$ cat src/rtl/noc_pkg.sv
`default_nettype none
//==============================================================================
// noc_pkg : flit layout, NoC constants and shared types for PE/controller ports
// Rev 1.0
//==============================================================================
package noc_pkg;

   localparam int FLIT_DATA_WIDTH = 64;
   localparam int DEST_BITS       = 5;
   localparam int VC_BITS         = 2;
   localparam int FLIT_WIDTH      = 1 + 1 + DEST_BITS + VC_BITS + FLIT_DATA_WIDTH;

   localparam int FLIT_VALID      = 72;
   localparam int FLIT_TAIL       = 71;
   localparam int FLIT_DEST_HI    = 70;
   localparam int FLIT_DEST_LO    = 66;
   localparam int FLIT_VC_HI      = 65;
   localparam int FLIT_VC_LO      = 64;

   localparam int HDR_FLITS       = 10;
   localparam int HDR_WIDTH       = HDR_FLITS * FLIT_DATA_WIDTH;
   localparam int CNT_BITS        = 4;

   localparam int CREDIT_DEPTH    = 16;
   localparam int CRED_BITS       = 5;
   localparam int CTRL_DEST       = 0;
   localparam int TX_VC           = 0;

   localparam logic [FLIT_DATA_WIDTH-1:0] FOUND_BITCOIN_MSG = 64'h1;

   typedef logic [FLIT_WIDTH-1:0] flit_t;

   typedef enum logic [1:0] {
      TX_IDLE  = 2'd0,
      TX_FOUND = 2'd1,
      TX_NONCE = 2'd2,
      TX_CLKS  = 2'd3
   } tx_state_t;

   function automatic flit_t make_flit(
      input logic                       tail,
      input logic [DEST_BITS-1:0]       dest,
      input logic [VC_BITS-1:0]         vc,
      input logic [FLIT_DATA_WIDTH-1:0] data
   );
      return {1'b1, tail, dest, vc, data};
   endfunction

endpackage
`default_nettype wire

$ cat src/rtl/pe_net_if_if.sv
`default_nettype none
//==============================================================================
// pe_net_if_if : router-port and mining-core signals of one PE endpoint
// Rev 1.0
//==============================================================================
interface pe_net_if_if;
   import noc_pkg::*;

   logic [FLIT_WIDTH-1:0] getFlit;
   logic                  EN_getFlit;
   logic [VC_BITS:0]      putCredits;
   logic                  EN_putCredits;
   logic [FLIT_WIDTH-1:0] putFlit;
   logic                  EN_putFlit;
   logic [VC_BITS:0]      getCredits;
   logic                  EN_getCredits;
   logic [HDR_WIDTH-1:0]  hdr_data;
   logic                  hdr_valid;
   logic                  hdr_ready;
   logic                  res_valid;
   logic [31:0]           res_nonce;
   logic [63:0]           res_clks;
   logic                  res_ready;
   logic                  rx_err;

   modport slave (
      input  getFlit, getCredits, hdr_ready, res_valid, res_nonce, res_clks,
      output EN_getFlit, putCredits, EN_putCredits, putFlit, EN_putFlit,
             EN_getCredits, hdr_data, hdr_valid, res_ready, rx_err
   );

   modport master (
      output getFlit, getCredits, hdr_ready, res_valid, res_nonce, res_clks,
      input  EN_getFlit, putCredits, EN_putCredits, putFlit, EN_putFlit,
             EN_getCredits, hdr_data, hdr_valid, res_ready, rx_err
   );

endinterface
`default_nettype wire

$ cat src/rtl/pe_tx_credit.sv
`default_nettype none
//==============================================================================
// pe_tx_credit : TX credit counter and 3-flit result sender (FOUND, nonce, clks)
// Rev 1.0
//==============================================================================
module pe_tx_credit
   import noc_pkg::*;
#(
   parameter int INIT_CREDITS = CREDIT_DEPTH,
   parameter int RESULT_DEST  = CTRL_DEST,
   parameter int RESULT_VC    = TX_VC
)
(
   input  wire                   sys_clk,
   input  wire                   reset,
   input  wire                   res_valid,
   input  wire  [31:0]           res_nonce,
   input  wire  [63:0]           res_clks,
   output logic                  res_ready,
   input  wire                   credit_in,
   output logic [FLIT_WIDTH-1:0] put_flit,
   output logic                  put_flit_en
);

   localparam logic [DEST_BITS-1:0] c_dest     = DEST_BITS'(RESULT_DEST);
   localparam logic [VC_BITS-1:0]   c_vc       = VC_BITS'(RESULT_VC);
   localparam logic [CRED_BITS-1:0] c_max_cred = CRED_BITS'(INIT_CREDITS);

   tx_state_t            r_state;
   tx_state_t            w_state_next;
   logic [CRED_BITS-1:0] r_cred;
   logic [CRED_BITS-1:0] w_cred_next;
   logic [31:0]          r_nonce;
   logic [63:0]          r_clks;
   logic                 w_send;
   logic                 w_capture;
   logic                 w_has_cred;
   flit_t                w_flit;
   flit_t                r_put_flit;
   logic                 r_put_en;

   assign w_has_cred = (r_cred != '0);

   always_ff @(posedge sys_clk or posedge reset) begin
      if (reset) r_state <= TX_IDLE;
      else       r_state <= w_state_next;
   end

   always_comb begin
      w_state_next = r_state;
      w_send       = 1'b0;
      w_capture    = 1'b0;
      w_flit       = '0;
      case (r_state)
         TX_IDLE: begin
            if (res_valid) begin
               w_capture    = 1'b1;
               w_state_next = TX_FOUND;
            end
         end
         TX_FOUND: begin
            if (w_has_cred) begin
               w_send       = 1'b1;
               w_flit       = make_flit(1'b0, c_dest, c_vc, FOUND_BITCOIN_MSG);
               w_state_next = TX_NONCE;
            end
         end
         TX_NONCE: begin
            if (w_has_cred) begin
               w_send       = 1'b1;
               w_flit       = make_flit(1'b0, c_dest, c_vc, {32'h0, r_nonce});
               w_state_next = TX_CLKS;
            end
         end
         TX_CLKS: begin
            if (w_has_cred) begin
               w_send       = 1'b1;
               w_flit       = make_flit(1'b1, c_dest, c_vc, r_clks);
               w_state_next = TX_IDLE;
            end
         end
         default: w_state_next = TX_IDLE;
      endcase
   end

   // Send and return in the same cycle cancel; returns beyond the router depth are dropped.
   always_comb begin
      w_cred_next = r_cred;
      if (w_send && !credit_in)
         w_cred_next = r_cred - CRED_BITS'(1);
      else if (!w_send && credit_in && (r_cred < c_max_cred))
         w_cred_next = r_cred + CRED_BITS'(1);
   end

   always_ff @(posedge sys_clk or posedge reset) begin
      if (reset) begin
         r_cred     <= c_max_cred;
         r_nonce    <= '0;
         r_clks     <= '0;
         r_put_flit <= '0;
         r_put_en   <= 1'b0;
      end else begin
         r_cred     <= w_cred_next;
         r_put_flit <= w_flit;
         r_put_en   <= w_send;
         if (w_capture) begin
            r_nonce <= res_nonce;
            r_clks  <= res_clks;
         end
      end
   end

   assign res_ready   = w_capture;
   assign put_flit    = r_put_flit;
   assign put_flit_en = r_put_en;

endmodule
`default_nettype wire

$ cat src/rtl/pe_net_if.sv
`default_nettype none
//==============================================================================
// pe_net_if : PE-side NoC endpoint - block-header reassembly and result injection
// Rev 1.0
//==============================================================================
module pe_net_if
   import noc_pkg::*;
(
   input  wire         sys_clk,
   input  wire         reset,
   pe_net_if_if.slave  net
);

   localparam logic [CNT_BITS-1:0] c_last_slot = CNT_BITS'(HDR_FLITS - 1);

   logic [CNT_BITS-1:0]        r_rx_cnt;
   logic [FLIT_DATA_WIDTH-1:0] r_asm [HDR_FLITS-1];
   logic [HDR_WIDTH-1:0]       r_hdr_data;
   logic [HDR_WIDTH-1:0]       w_hdr_next;
   logic                       r_hdr_valid;
   logic                       r_rx_err;
   logic                       r_cred_en;
   logic [VC_BITS-1:0]         r_cred_vc;
   logic                       w_rx_open;
   logic                       w_accept;
   logic                       w_tail;
   logic                       w_last;
   logic                       w_complete;
   logic                       w_frame_err;
   logic                       w_unused;

   assign w_last      = (r_rx_cnt == c_last_slot);
   // Only the closing flit of a new header must wait for the core to drain the previous one.
   assign w_rx_open   = ~(r_hdr_valid & ~net.hdr_ready & w_last);
   assign w_accept    = w_rx_open & net.getFlit[FLIT_VALID];
   assign w_tail      = net.getFlit[FLIT_TAIL];
   assign w_complete  = w_accept & w_tail & w_last;
   assign w_frame_err = w_accept & (w_tail ^ w_last);

   // The final flit goes straight into the output header; only the first nine are buffered.
   always_comb begin
      w_hdr_next = '0;
      for (int i = 0; i < HDR_FLITS - 1; i++)
         w_hdr_next[i*FLIT_DATA_WIDTH +: FLIT_DATA_WIDTH] = r_asm[i];
      w_hdr_next[HDR_WIDTH-1 -: FLIT_DATA_WIDTH] = net.getFlit[FLIT_DATA_WIDTH-1:0];
   end

   always_ff @(posedge sys_clk or posedge reset) begin
      if (reset) begin
         r_rx_cnt    <= '0;
         r_hdr_data  <= '0;
         r_hdr_valid <= 1'b0;
         r_rx_err    <= 1'b0;
         r_cred_en   <= 1'b0;
         r_cred_vc   <= '0;
         for (int i = 0; i < HDR_FLITS - 1; i++)
            r_asm[i] <= '0;
      end else begin
         if (w_accept) begin
            for (int i = 0; i < HDR_FLITS - 1; i++)
               if (r_rx_cnt == CNT_BITS'(i))
                  r_asm[i] <= net.getFlit[FLIT_DATA_WIDTH-1:0];
            if (w_complete || w_frame_err) r_rx_cnt <= '0;
            else                           r_rx_cnt <= r_rx_cnt + CNT_BITS'(1);
            if (w_frame_err) r_rx_err <= 1'b1;
         end
         if (w_complete) begin
            r_hdr_data  <= w_hdr_next;
            r_hdr_valid <= 1'b1;
         end else if (r_hdr_valid && net.hdr_ready) begin
            r_hdr_valid <= 1'b0;
         end
         r_cred_en <= w_accept;
         r_cred_vc <= w_accept ? net.getFlit[FLIT_VC_HI:FLIT_VC_LO] : '0;
      end
   end

   assign net.EN_getFlit    = w_rx_open;
   assign net.putCredits    = {r_cred_en, r_cred_vc};
   assign net.EN_putCredits = r_cred_en;
   assign net.EN_getCredits = 1'b1;
   assign net.hdr_data      = r_hdr_data;
   assign net.hdr_valid     = r_hdr_valid;
   assign net.rx_err        = r_rx_err;

   assign w_unused = ^{net.getFlit[FLIT_DEST_HI:FLIT_DEST_LO], net.getCredits[VC_BITS-1:0]};

   pe_tx_credit #(
      .INIT_CREDITS (CREDIT_DEPTH),
      .RESULT_DEST  (CTRL_DEST),
      .RESULT_VC    (TX_VC)
   ) u_tx_credit (
      .sys_clk     (sys_clk),
      .reset       (reset),
      .res_valid   (net.res_valid),
      .res_nonce   (net.res_nonce),
      .res_clks    (net.res_clks),
      .res_ready   (net.res_ready),
      .credit_in   (net.getCredits[VC_BITS]),
      .put_flit    (net.putFlit),
      .put_flit_en (net.EN_putFlit)
   );

endmodule
`default_nettype wire

$ cat src/flat_wrapper.sv
// flat-port wrapper written by rule: the top's interface ports become plain ports
module pe_net_if_flat import noc_pkg::*;
  (sys_clk, reset, net_getFlit, net_getCredits, net_hdr_ready, net_res_valid, net_res_nonce, net_res_clks, net_EN_getFlit, net_putCredits, net_EN_putCredits, net_putFlit, net_EN_putFlit, net_EN_getCredits, net_hdr_data, net_hdr_valid, net_res_ready, net_rx_err);
  pe_net_if_if net_i ();
  input  wire sys_clk;
  input  wire reset;
  input wire logic [$bits(net_i.getFlit)-1:0] net_getFlit;
  input wire logic [$bits(net_i.getCredits)-1:0] net_getCredits;
  input wire logic [$bits(net_i.hdr_ready)-1:0] net_hdr_ready;
  input wire logic [$bits(net_i.res_valid)-1:0] net_res_valid;
  input wire logic [$bits(net_i.res_nonce)-1:0] net_res_nonce;
  input wire logic [$bits(net_i.res_clks)-1:0] net_res_clks;
  output wire logic [$bits(net_i.EN_getFlit)-1:0] net_EN_getFlit;
  output wire logic [$bits(net_i.putCredits)-1:0] net_putCredits;
  output wire logic [$bits(net_i.EN_putCredits)-1:0] net_EN_putCredits;
  output wire logic [$bits(net_i.putFlit)-1:0] net_putFlit;
  output wire logic [$bits(net_i.EN_putFlit)-1:0] net_EN_putFlit;
  output wire logic [$bits(net_i.EN_getCredits)-1:0] net_EN_getCredits;
  output wire logic [$bits(net_i.hdr_data)-1:0] net_hdr_data;
  output wire logic [$bits(net_i.hdr_valid)-1:0] net_hdr_valid;
  output wire logic [$bits(net_i.res_ready)-1:0] net_res_ready;
  output wire logic [$bits(net_i.rx_err)-1:0] net_rx_err;
  assign net_i.getFlit = net_getFlit;
  assign net_i.getCredits = net_getCredits;
  assign net_i.hdr_ready = net_hdr_ready;
  assign net_i.res_valid = net_res_valid;
  assign net_i.res_nonce = net_res_nonce;
  assign net_i.res_clks = net_res_clks;
  assign net_EN_getFlit = net_i.EN_getFlit;
  assign net_putCredits = net_i.putCredits;
  assign net_EN_putCredits = net_i.EN_putCredits;
  assign net_putFlit = net_i.putFlit;
  assign net_EN_putFlit = net_i.EN_putFlit;
  assign net_EN_getCredits = net_i.EN_getCredits;
  assign net_hdr_data = net_i.hdr_data;
  assign net_hdr_valid = net_i.hdr_valid;
  assign net_res_ready = net_i.res_ready;
  assign net_rx_err = net_i.rx_err;
  pe_net_if u_core (.sys_clk(sys_clk), .reset(reset), .net(net_i));
endmodule
$ cat config.mk
export PLATFORM = sky130hd
export DESIGN_NAME = pe_net_if_flat
export DESIGN_NICKNAME = d
export VERILOG_FILES = /design/src/rtl/noc_pkg.sv /design/src/rtl/pe_net_if_if.sv /design/src/rtl/pe_tx_credit.sv /design/src/rtl/pe_net_if.sv /design/src/flat_wrapper.sv
export SDC_FILE = /design/constraint.sdc
export NUM_CORES = 2
export LEC_CHECK = 0
export CORE_ASPECT_RATIO = 0.8
export CORE_MARGIN = 5
export CORE_UTILIZATION = 50
export CTS_BUF_LIST = sky130_fd_sc_hd__clkbuf_8
export CTS_CLUSTER_DIAMETER = 40
export DETAILED_ROUTE_END_ITERATION = 10
export DONT_BUFFER_PORTS = 1
export GPL_TIMING_DRIVEN = 0
export HOLD_SLACK_MARGIN = 0.02
export PLACE_DENSITY_LB_ADDON = 0.2
export SETUP_SLACK_MARGIN = 0.2
export SLEW_MARGIN = 5
export SYNTH_ARGS = -nofsm -noshare
export SYNTH_HDL_FRONTEND = slang
export SYNTH_SLANG_ARGS = --single-unit
$ cat constraint.sdc
create_clock -name sys_clk -period 90.2 [get_ports sys_clk]
set_input_delay 18.04 -clock sys_clk [delete_from_list [all_inputs] [get_ports sys_clk]]
set_output_delay 18.04 -clock sys_clk [all_outputs]
set_load 0.02 [all_outputs]
==> results by group <==
Die
  – Core Box Area: 109,000 um^2
  – Die X: 380 um
  – Die Height: 306 um
  – Row count: 108
  – Num ports: 899
  – Die ar.: 116,000 um^2
  – Initial core utilization: 50.4%

Worst setup path
  – Crit Path Max Fanout: 10
  – WP data required: 72.16 ns
  – Crit path kind: in -> out
  – Critical Path AT: 19.03 ns
  – Critical path launch point type: input pin
  – Reg-to-Reg Start: u_core.r_rx_cnt[1]
  – Crit. Startpoint: net_res_valid
  – Reg2reg setup slack: 87.33 ns
  – CP endpoint kind: output pin

Layout
  – Share of layout cells above drive strength 1: 51.3%
  – Fin cells: 4,934
  – Final nets: 3,522
  – Fin util: 56.2%
  – Syn-to-layout area delta: 11.5%

Synth
  – Number of flops mapped to enable cells by yosys: 0
  – Area share of the largest cell type after synthesis: 63.8%
  – Post-synthesis cell area: 54,700 um^2
  – Post-synthesis cell type count: 48
  – Mean Syn Cell Area: 17.6 um^2
  – Post-synth ARST share: 100%
  – Synth warn: 0
  – Sequential share of the synthesized area: 63.8%
  – Top cells by area, synth: dfrtp_1 (64%), mux2_2 (17%), mux2_4 (13%)
  – Cells after Synth: 3,108
  – Post-synthesis register bit count: 1,395
  – Post-synth top area cell: dfrtp_1
  – Synth Flop Type: dfrtp_1

Clock tree
  – H-tree depth: 4
  – Clock net sink count: 1,395
  – Root Buffer: clkbuf_8
  – CTS tree: yes
  – CTS resizes: 0
  – Post-CTS Hold Buffers: 0
  – Reg clk slew, reported paths: 0.06 ns
  – Largest buffer count on any clock path: 3
  – Num CTS Buffers: 210
  – Post-CTS Setup Bufs: 0
  – Clock latency on the worst-skew pair: 0.95 ns

Place
  – Hpwl dp: 103,000 um
  – GPL Wtd Cong: 0.835
  – Post-place setup slack: 53.12 ns
  – Buffers on Ports: 0
  – Placed cells: 4,554

Timing
  – Slew at the pin with the worst max-slew slack: 1.08 ns
  – Tcrit/Tclk final: 41.1%
  – Slew Viols, Final: 0
  – Final Hold Vio Count: 0
  – Hold Slack: 0.478 ns
  – Finish-stage setup viols: 0
  – Max-slew headroom: 28.2%
  – RSZ-0062 raised after global routing: false
  – Post-route setup slack: 53.13 ns
  – Fmax: 27.0 MHz
  – Min Tclk post-route: 37.07 ns
  – Post-route setup TNS: 0 ns
  – Layout Skew: 0.0436 ns

Job
  – Max-Cap Viols: 0

Power and ir drop
  – Leak: 31.3 nW
  – Max IR drop VDD: 22.6 uV
  – Pwr dens: 31.6 nW/um^2

Status
  – Outcome: complete, no violations

Drt
  – Via-to-Cell Ratio: 5.54
  – Wire length per cell: 29.8 um
  – Drt total wl: 147,000 um
  – DRC viols: 0
  – DR iter-0 viols: 1,602
  – Vias: 27.3k
  – Initial DRT Pass Iterations: 5
  – Antenna-violating nets left: 0

Global route
  – GRT Total Usage: 25.0%
  – Vias in the first global route: 30.1k
  – GRT overflow: 0
  – First-pass GRT wire length: 215,000 um
  – Largest net degree at the start of global routing: 137
  – Initial antenna violation count: 16

Worst hold path
  – Worst hold path type: reg -> reg
  – Hold wc startpoint: u_core.r_asm[277]
-- per-stage QoR --
stage                     area (um^2)  power (mW)
after detailed placement        56800        1.43
after global placement          56500        1.41
after CTS                       61000        1.95
after global routing            61000        2.02
final                           61000        1.93
after floorplan                 54700        1.30
-- final cells by class --
cell class,count,area (um^2)
antenna,10,25.0
buffer,232,1990
clock buffer,256,3520
clock inverter,114,658
fill,8320,47500
inverter,11,48.8
multi-input combinational,1476,17800
sequential,1395,34900
tap,1430,1790
timing repair buffer,10,275
-- cell usage in the layout (no fill, tap or decap), drive strengths merged, types with 2 or more instances in the layout --
| master | Yosys | layout |
|---|---|---|
| nor2b | 2 | 2 |
| dfrtp | 1394 | 1394 |
| nor3b | 5 | 5 |
| mux2 | 1316 | 1316 |
| and2 | 4 | 4 |
| and3 | 32 | 32 |
| xnor2 | 2 | 2 |
| o21ai | 6 | 6 |
| a22o | 26 | 26 |
| inv | 11 | 97 |
| bufinv | 0 | 4 |
| o31ai | 2 | 2 |
| conb | 2 | 8 |
| nor2 | 12 | 12 |
| a31oi | 2 | 2 |
| ha | 10 | 10 |
| clkinvlp | 0 | 7 |
| or2 | 2 | 2 |
| clkbuf | 10 | 266 |
| buf | 222 | 232 |
| a22oi | 6 | 6 |
| clkinv | 0 | 17 |
| nand2 | 7 | 7 |
| diode | 0 | 10 |
| nand2b | 2 | 2 |
| a21oi | 5 | 5 |
| nor3 | 5 | 5 |
| a21o | 2 | 2 |
| nand3 | 7 | 7 |
| xor2 | 2 | 2 |
-- registers in the layout, summed over array words and instances, names as in the netlist, 4 cells and up --
signal / cells
u_core.net.hdr_data: 640
u_core.r_asm: 576
u_core.u_tx_credit.put_flit: 66
u_core.u_tx_credit.r_clks: 64
u_core.u_tx_credit.r_nonce: 32
u_core.u_tx_credit.r_cred: 5
u_core.r_rx_cnt: 4
-- synthesized netlist by cell type, drive strengths merged, types with 4 or more instances --
cell type	n
nor3b	5
a22oi	6
and2	4
ha	10
buf	222
nand2	7
a22o	26
inv	11
a21oi	5
and3	32
dfrtp	1394
o21ai	6
nor2	12
nor3	5
nand3	7
clkbuf	10
mux2	1316
-- path summary, 6_finish.rpt --
path	endpoint	depth (start not counted)
max in group asynchronous	u_core.r_asm[394]	5
min reg2reg	u_core.net.hdr_data[277]	1
min	u_core.net.hdr_data[277]	1
max	net_res_ready	4
max reg2reg	u_core.r_asm[22]	9
min in group asynchronous	u_core.net.hdr_data[363]	1
-- cell families after synthesis --
kind of cell,share of synthesized area [%]
simple gates,0.935
compound gates,0.807
buf+inv,3.70
mux,30.4
xor+xnor,0.0640
other cells,0.0137
flops,63.8
fa+ha+maj,0.229
-- critical path: stages --
cell,delay [ns]
and2_1,0.10
buf_2,0.17
buf_2,0.29
buf_2,0.41
-- report_power, final --
part	total, mW	switching (mW)	internal, mW
Sequential	1.10	0.268	0.830
Combinational	0.321	0.114	0.207
Clock	0.511	0.243	0.268
Total	1.93	0.626	1.30
-- metal layers --
layer	part of all wire, %	vias to the layer above	global-route usage, %
li1	-	11400	-
met1	39	14700	30.7
met2	48	988	40.8
met3	8.7	270	9.02
met4	3.8	4	10.0
met5	0.023	-	0
(Power assumes the default switching activity.)
